File: src/rtl/mole_controller.sv
// Whack-a-mole game core: spawns and ages moles from a 16-bit LFSR, scores hits, counts misses, runs the timer.
// Latency: every strobe (lfsr_tick, sec_tick, start, whack) is reflected on the registered outputs one cycle later.
// Backpressure: none; every strobe is consumed in the cycle it arrives, and strobes that have no effect in the current state are dropped.
module mole_controller #(
   parameter int          MOLE_LIFE  = 3,
   parameter int          GAME_SECS  = 60,
   parameter int          MAX_MISSES = 10,
   parameter int          LVL2_SCORE = 10,
   parameter int          LVL3_SCORE = 25,
   parameter logic [15:0] LFSR_SEED  = 16'hACE1
) (
   input  logic       clk,
   input  logic       rst,
   input  logic       lfsr_tick,
   input  logic       sec_tick,
   input  logic       start,
   input  logic [8:0] whack,
   output logic [8:0] moles,
   output logic [7:0] score,
   output logic [7:0] misses,
   output logic [7:0] time_left,
   output logic [1:0] lvl,
   output logic       playing,
   output logic       game_over
);

   typedef enum logic [1:0] {
      IDLE = 2'd0,
      PLAY = 2'd1,
      OVER = 2'd2
   } state_t;

   localparam logic [1:0] LIFE_INIT = 2'(MOLE_LIFE);
   localparam logic [7:0] SECS_INIT = 8'(GAME_SECS);
   localparam logic [7:0] MISS_MAX  = 8'(MAX_MISSES);
   localparam logic [7:0] LVL2_THR  = 8'(LVL2_SCORE);
   localparam logic [7:0] LVL3_THR  = 8'(LVL3_SCORE);

   state_t          state, state_n;
   logic [15:0]     lfsr;
   logic [8:0][1:0] life, life_n;
   logic [8:0]      moles_n;
   logic [7:0]      score_n, misses_n, time_n;
   logic [1:0]      lvl_n;
   logic [3:0]      hole;
   logic [8:0]      hits, expired;
   logic [8:0]      score_sum, miss_sum;

   function automatic logic [3:0] pop9(input logic [8:0] v);
      logic [3:0] c;
      c = '0;
      for (int i = 0; i < 9; i++) c = c + {3'b000, v[i]};
      return c;
   endfunction

   // Fold the low LFSR nibble into the 0..8 hole range (values 9..15 wrap once).
   assign hole = (lfsr[3:0] >= 4'd9) ? (lfsr[3:0] - 4'd9) : lfsr[3:0];

   // LFSR steps on every lfsr_tick regardless of game state.
   always_ff @(posedge clk or posedge rst) begin
      if (rst) lfsr <= LFSR_SEED;
      else if (lfsr_tick) lfsr <= {lfsr[14:0], lfsr[15] ^ lfsr[13] ^ lfsr[12] ^ lfsr[10]};
   end

   // FSM state register.
   always_ff @(posedge clk or posedge rst) begin
      if (rst) state <= IDLE;
      else     state <= state_n;
   end

   // Next state and next values of the whole game datapath.
   always_comb begin
      state_n   = state;
      moles_n   = moles;
      life_n    = life;
      score_n   = score;
      misses_n  = misses;
      time_n    = time_left;
      lvl_n     = lvl;
      hits      = '0;
      expired   = '0;
      score_sum = '0;
      miss_sum  = '0;
      case (state)
         IDLE, OVER: begin
            if (start) begin
               state_n  = PLAY;
               moles_n  = '0;
               life_n   = '0;
               score_n  = '0;
               misses_n = '0;
               time_n   = SECS_INIT;
               lvl_n    = 2'd1;
            end
         end
         PLAY: begin
            // A whack on an up mole always wins, with or without a tick.
            hits = moles & whack;
            if (lfsr_tick) begin
               for (int i = 0; i < 9; i++) begin
                  if (moles[i] && !whack[i]) begin
                     if (life[i] == 2'd1) expired[i] = 1'b1;
                     else                 life_n[i] = life[i] - 2'd1;
                  end
               end
            end
            moles_n = moles & ~hits & ~expired;
            for (int i = 0; i < 9; i++) begin
               if (hits[i] || expired[i]) life_n[i] = 2'd0;
            end
            // Spawn only into a hole that was empty before this cycle; otherwise the tick is lost.
            if (lfsr_tick && !moles[hole]) begin
               moles_n[hole] = 1'b1;
               life_n[hole]  = LIFE_INIT;
            end
            score_sum = {1'b0, score} + {5'b00000, pop9(hits)};
            score_n   = score_sum[8] ? 8'hFF : score_sum[7:0];
            miss_sum  = {1'b0, misses} + {5'b00000, pop9(expired)};
            misses_n  = (miss_sum >= {1'b0, MISS_MAX}) ? MISS_MAX : miss_sum[7:0];
            if (sec_tick && time_left != 8'd0) time_n = time_left - 8'd1;
            if (score_n >= LVL3_THR)      lvl_n = 2'd3;
            else if (score_n >= LVL2_THR) lvl_n = 2'd2;
            else                          lvl_n = 2'd1;
            if (time_n == 8'd0 || misses_n >= MISS_MAX) begin
               state_n = OVER;
               moles_n = '0;
               life_n  = '0;
            end
         end
         default: state_n = IDLE;
      endcase
   end

   // Registered outputs and per-hole life counters.
   always_ff @(posedge clk or posedge rst) begin
      if (rst) begin
         moles     <= '0;
         life      <= '0;
         score     <= '0;
         misses    <= '0;
         time_left <= '0;
         lvl       <= 2'd1;
         playing   <= 1'b0;
         game_over <= 1'b0;
      end else begin
         moles     <= moles_n;
         life      <= life_n;
         score     <= score_n;
         misses    <= misses_n;
         time_left <= time_n;
         lvl       <= lvl_n;
         playing   <= (state_n == PLAY);
         game_over <= (state_n == OVER);
      end
   end

endmodule
File: config.mk
export PLATFORM = sky130hd
export DESIGN_NAME = mole_controller
export DESIGN_NICKNAME = d
export VERILOG_FILES = /design/src/rtl/mole_controller.sv
export SDC_FILE = /design/constraint.sdc
export NUM_CORES = 1
export LEC_CHECK = 0
export ABC_AREA = 1
export CAP_MARGIN = 20
export CORE_MARGIN = 5
export CORE_UTILIZATION = 28
export DETAILED_ROUTE_END_ITERATION = 12
export PLACE_DENSITY_LB_ADDON = 0.05
export SLEW_MARGIN = 20
export SYNTH_ARGS = -nofsm -noshare
export SYNTH_HDL_FRONTEND = slang
export SYNTH_SLANG_ARGS = --single-unit
File: constraint.sdc
create_clock -name clk -period 4.5 [get_ports clk]
set_input_delay 1.35 -clock clk [delete_from_list [all_inputs] [get_ports clk]]
set_output_delay 1.35 -clock clk [all_outputs]
set_load 0.1 [all_outputs]
## Word-level counts from Yosys, hierarchy flattened

Cells that the tools add are included.

- Bits in registers: 73
- Bits of input ports: 14
- Output and inout port bits: 37
- Logic and storage cells: 204

- $add $sub $neg: 29
- Order comparisons: 7
- Equal/unequal tests: 14
- Multiplexer cells: 88
- Bitwise operators: 10
- Reductions and logical operators: 38

Operators with widths:

| operator | count |
|---|---|
| $mux W2 | 42 |
| $mux W18 | 4 |
| $mux W8 | 6 |
| $pmux W8 S2 | 3 |
| $mux W9 | 5 |
| $add A4 B1 Y4 | 10 |
| $pmux W18 S2 | 1 |
| $and A9 B9 Y9 | 3 |
| $eq A2 B1 Y1 const B | 11 |
| $mux W1 | 20 |
| $add A8 B4 Y9 | 2 |
| $not A9 Y9 | 2 |
| $or A18 B18 Y18 | 1 |
| $pmux W9 S2 | 1 |
| $sub A2 B1 Y2 const B | 9 |
| $ge A8 B4 Y1 const B | 2 |
| $logic_and A1 B1 Y1 | 12 |
| $logic_not A1 Y1 | 10 |
| $logic_or A1 B1 Y1 | 10 |
| $ge A9 B4 Y1 const B | 1 |
| $or A9 B9 Y9 | 1 |
| $add A3 B1 Y4 | 2 |
| $demux W2 S4 | 1 |
| $ge A8 B5 Y1 const B | 1 |
| other kinds (20) | 26 |

## Depth between registers and ports, before layout

- Depth after elaboration: 21
- Depth in mapped cells: 27
- Mapped depth without buffers: 26

## Worst setup path after synthesis

Ideal clock, no wire load.

- Kind: input port to flip-flop
- Start point: input port whack[7]
- End point: register moles[7]
- Setup time: 0.068 ns
- Arrival: 5.178 ns
- Required time: 4.432 ns
- Slack: -0.746 ns
- Stages: 26
- Path buffers: 1
- Path through: nor2_1 inv_1 nor2_1 inv_1 nor2_1 fa_1 inv_1 fa_1 fa_1 inv_1 ha_1 inv_1 fa_1 nand3b_1 nand2_1 nand2_1 nand2_1 nand2_1 a21oi_2 nand3_1 nor2_4 nand2_4 nor2_8 buf_6 nand2_1 nand2_1

- Cells in the longest elaborated chain, start to end: 14
- Elaborated cells on any way between the ends: 21

RTL lines:

| item | line | RTL |
|---|---|---|
| start, declared | 17 | `input logic [8:0] whack,` |
| $logic_not A1 Y1 | 101 | `if (moles[i] && !whack[i]) begin` |
| $logic_and A1 B1 Y1 | 101 |  |
| $mux W1 | 101 |  |
| $mux W9 | 99 | `if (lfsr_tick) begin` |
| $mux W9 | 84 | `case (state)` |
| $add A4 B1 Y4 (2 in series) | 52 | `for (int i = 0; i < 9; i++) c = c + {3'b000, v[i]};` |
| $add A8 B4 Y9 | 118 | `miss_sum = {1'b0, misses} + {5'b00000, pop9(expired)};` |
| $ge A9 B4 Y1 | 119 | `misses_n = (miss_sum >= {1'b0, MISS_MAX}) ? MISS_MAX : miss_sum[7:0];` |
| $mux W8 | 119 |  |
| $ge A8 B4 Y1 | 124 | `if (time_n == 8'd0 \|\| misses_n >= MISS_MAX) begin` |
| $logic_or A1 B1 Y1 | 124 |  |
| $mux W9 (*) | 124 |  |
| $pmux W9 S2 (*) | 84 |  |
| end signal, assigned | 146 | `moles <= moles_n;` |
| end, declared | 18 | `output logic [8:0] moles,` |

Mark *: on every way between the ends. The rest lies on a longest branch, timed or not. The select of a mux whose other input is x is not followed.
A chain may end at the register's enable or synchronous reset.

## Worst setup path in the final report

- Start point: input port lfsr_tick
- End point: register life[2] (netlist name)

- Cells in the longest elaborated chain, start to end: 17
- Elaborated cells on any way between the ends: 24

RTL lines:

| item | line | RTL |
|---|---|---|
| start, declared | 14 | `input logic lfsr_tick,` |
| $mux W9 | 99 |  |
| $mux W9 | 84 |  |
| $add A1 B1 Y2 | 52 |  |
| $add A2 B1 Y3 | 52 |  |
| $add A3 B1 Y4 | 52 |  |
| $add A4 B1 Y4 (5 in series) | 52 |  |
| $add A8 B4 Y9 | 118 |  |
| $ge A9 B4 Y1 | 119 |  |
| $mux W8 | 119 |  |
| $ge A8 B4 Y1 | 124 |  |
| $logic_or A1 B1 Y1 | 124 |  |
| $mux W18 (*) | 124 |  |
| $pmux W18 S2 (*) | 84 |  |
| end signal, assigned | 147 | `life <= life_n;` |
| end, declared | 41 | `logic [8:0][1:0] life, life_n;` |

Marks and branches as above.

==> impl_metrics.csv <==
group,metric,value,unit
hold_path,hold_class,"flop to flop",
worst_setup_path,reg2reg_slack,-0.06,ns
run_status,status,"finished with violations",
yosys,synth_top_family_by_area,"simple AND/OR/NAND/NOR gates",
layout,drive_above_1_share,31.09,%
global_routing,antenna_found_initial,0,
yosys,yosys.area_share.xor_xnor,1.784,%
timing,drv_slew,0,
clocking,cts_tree,"built",
run,maxCapViolCount,0,
clocking,cts_buffer_depth,2,
yosys,synth_mux_area_share,0.2113,%
route,antenna_left,0,
power,switching_power,2.501,mW
run_status,failed_checks,"setup timing",
global_routing,grt_use_total,15.67,%
power,combPwrFrac,61.3,%
power,vdd_drop_max,386.2,uV
floorplan,pin_count,51,
global_routing,grt_pass1_wl,27.43,mm
clocking,cts_root_buf,"clkbuf_16",
worst_setup_path,cp_common_cell,"buf_4",
timing,setup_tns,-22.98,ns
yosys,ys_seq_elements,73,
timing,period_minus_slack,5.281,ns
global_routing,grt-ovfl-total,0,
global_routing,grt_max_degree,43,
route,route.detailed.drc,0,
yosys,synthFlopType,"dfrtp_1",
floorplan,row_count,50,
timing,finalSetupViolCount,35,
clocking,clock_latency,0.34,ns
clocking,holdBufCountCts,0,
yosys,async_flop_share,100.0,%
worst_setup_path,endpoint_kind,"flop",
power,netSwitchingFraction,50.80,%
timing,hold_violations,0,
route,routed_wl,16.80,mm
yosys,synth_common_cells,"nand2_1 (279), inv_1 (101), dfrtp_1 (64)",
layout,area_growth,47.85,%
placed_design,gp_congestion,0.8237,
yosys,synth_edf_count,0,
power,p_per_area,624.8,nW/um^2
yosys,synth_compound_area_share,11.15,%
yosys,netlist_instances,745,
yosys,yosys_warnings,0,
worst_setup_path,path_depth,35,
yosys,synth_adder_area_share,12.49,%
floorplan,initial_utilization,28.49,%
worst_setup_path,rr_startpoint,"moles[1]",
floorplan,fp.dieArea,21890,sq um
floorplan,die_y,148.0,microns
power,leakage,4.005,nW
worst_setup_path,worstPathRequired,4.78,ns
yosys,synth.avg_cell_area,7.153,sq um
floorplan,core-area,18710,sq um
yosys,synth_top_area_cell,"dfrtp_1",
placed_design,placedCellCount,1078,
timing,period_share,117.4,%
route,first_iter_violations,262,
worst_setup_path,critPathKind,"primary input to flop",
timing,worstMarginPinSlew,0.9893,ns
worst_setup_path,r2r_end,"life[2]",
yosys,synth.top_cell.area_share,30.05,%
worst_setup_path,cp-startpoint,"lfsr_tick",
route,vias,5323,
yosys,seq_area_frac_synth,34.49,%
clocking,cts_buffers,9,
yosys,synth_area_leaders,"dfrtp_1 (30%), nand2_1 (20%), ha_1 (8.0%)",
worst_setup_path,cp-endpoint,"life[2]",
layout,n_antenna_cell,0,
layout,fin_nets,991,
timing,rsz0062_at_grt,"true",
yosys,syn_nets,805,
clocking,cts.sinks,73,
layout,final-instance-count-excl-fill,1170,
yosys,yosys.cell_count.top_type,"nand2_1",
worst_setup_path,cp.arrival,5.56,ns
placed_design,hpwl,11.17,mm
worst_setup_path,startpoint_type,"primary input",
floorplan,fp.dieW,148.0,microns
timing,max_freq,189.3,MHz
worst_setup_path,rr_worst_depth,35,
power,clockPowerShare,16.4,%
worst_setup_path,crit_path_top_delay_cell,"or2_2",
placed_design,port_buffers,50,
clocking,h-tree-depth,3,
timing,max_slew_margin,33.84,%
global_routing,grt_pass1_vias,5385,
clocking,path_clk_slew,0.06,ns
timing,fin_skew,0.006648,ns
power,p_int,2.422,mW
yosys,synthSimpleGateAreaFrac,30.88,%
worst_setup_path,path_delay_family,"buffers and inverters",
route,routed_via_density,4.550,
worst_setup_path,cp_num_buf_inv,29,
power,seq_power_share,22.3,%
yosys,synthDistinctLibCells,40,
worst_setup_path,crit_path_max_fanout,6,
timing,fin_ws,-0.7814,ns
yosys,syn_area,5329,sq um
route,post_drt_wl_per_cell,14.36,microns
timing,whs,0.4635,ns
route,first_pass_iters,4,
worst_setup_path,cpPeakStageDelay,0.28,ns
==> worst min-delay path by stage <==
stage / end / depth (start not counted) / start
global placement: lfsr[11] / 2 / lfsr[11]
finish: lfsr[11] / 2 / lfsr[11]
global route: lfsr[6] / 2 / lfsr[6]
floorplan: lfsr[14] / 2 / lfsr[14]
detailed placement: lfsr[6] / 2 / lfsr[6]
CTS: lfsr[11] / 2 / lfsr[11]
==> stage by stage <==
step / worst slack (ns) / utilization [%] / power, mW / area [sq um]
6_report: -0.7814 / 42.12 / 4.923 / 7879
5_1_grt: -0.9150 / 42.12 / 5.275 / 7879
4_1_cts: -0.6583 / 40.91 / 4.860 / 7652
3_5_place_dp: -1.568 / 35.38 / 3.697 / 6618
3_3_place_gp: -1.538 / 35.38 / 3.679 / 6618
2_1_floorplan: -0.6498 / - / 2.930 / 5388
==> metal layers <==
layer  routed length [microns]  global-route usage [%]  vias to the layer above  part of all wire (%)
met3                       707                   4.261                       34                   4.2
met2                      8137                   26.52                       82                    48
met5                         0                       0                        -                     0
met1                      7527                   19.43                     2504                    45
li1                          -                       -                     2703                     -
met4                       432                   5.081                        0                   2.6
==> worst register-to-register path: cells and delay by family (launching register included) <==
family	cells	cell delay, ns
and+or+nand+nor	5	0.65
buffers and inverters	28	3.23
AOI/OAI and AO/OA	2	0.26
DFF	1	0.34
==> state kept, by name, indices dropped and copies added, names as in the netlist <==
name	cells
game_over	1
lfsr	16
life	18
lvl	2
misses	8
moles	9
playing	1
score	8
state	2
time_left	8
==> cell usage in the layout (no fill, tap or decap), types with 3 or more instances in the layout <==
cell,synthesis,final
nand3_1,26,23
nor2_4,1,10
ha_1,34,32
nand3b_1,3,3
fa_1,12,10
clkbuf_16,0,9
xor2_1,5,5
o22ai_1,7,7
nand2_1,279,242
dfrtp_1,64,64
dfstp_2,9,9
buf_6,2,11
nor2_2,0,5
or2_2,10,10
inv_2,4,24
nand3_2,3,5
buf_16,0,3
a21oi_1,24,21
buf_4,0,127
a21oi_2,2,5
inv_1,101,79
o21ai_1,3,9
o21ai_0,25,16
nand4_1,7,7
nand2_2,3,29
o21bai_1,26,26
xnor2_1,4,4
nor2_1,57,43
clkdlybuf4s50_1,0,44
nand2_4,2,13
buf_12,0,3
o21ai_2,1,3
==> cells by family after synthesis <==
family,after synthesis
buffers and inverters,122
and+or+nand+nor,396
AOI/OAI and AO/OA,97
adders and majority gates,46
xor gates and xnor gates,10
muxes,1
DFF,73
==> power by group through the flow <==
stage / Combinational [mW] / Sequential, mW / Clock [mW]
floorplan: 1.18 / 1.75 / 0
finish: 3.02 / 1.10 / 0.809
global route: 3.28 / 1.13 / 0.867
detailed placement: 2.60 / 1.10 / 0
CTS: 2.92 / 1.10 / 0.845
global placement: 2.58 / 1.10 / 0
==> layout make-up <==
type	count	area (sq um)
Inverter	106	406.6
Clock inverter	6	90.09
Clock buffer	10	239.0
Tap cell	234	292.8
Timing Repair Buffer	191	1685
Sequential cell	73	1838
Multi-Input combinational cell	550	3327
Fill cell	1921	10830
==> timing repair <==
action                                  4_1_cts  5_1_grt
endpoints found under the setup margin       45       38
pin swaps                                    47       28
cloned                                        3        0
gates resized for setup                      81       56
setup buffers                                64        9
Power figures use the tool's default switching activity.
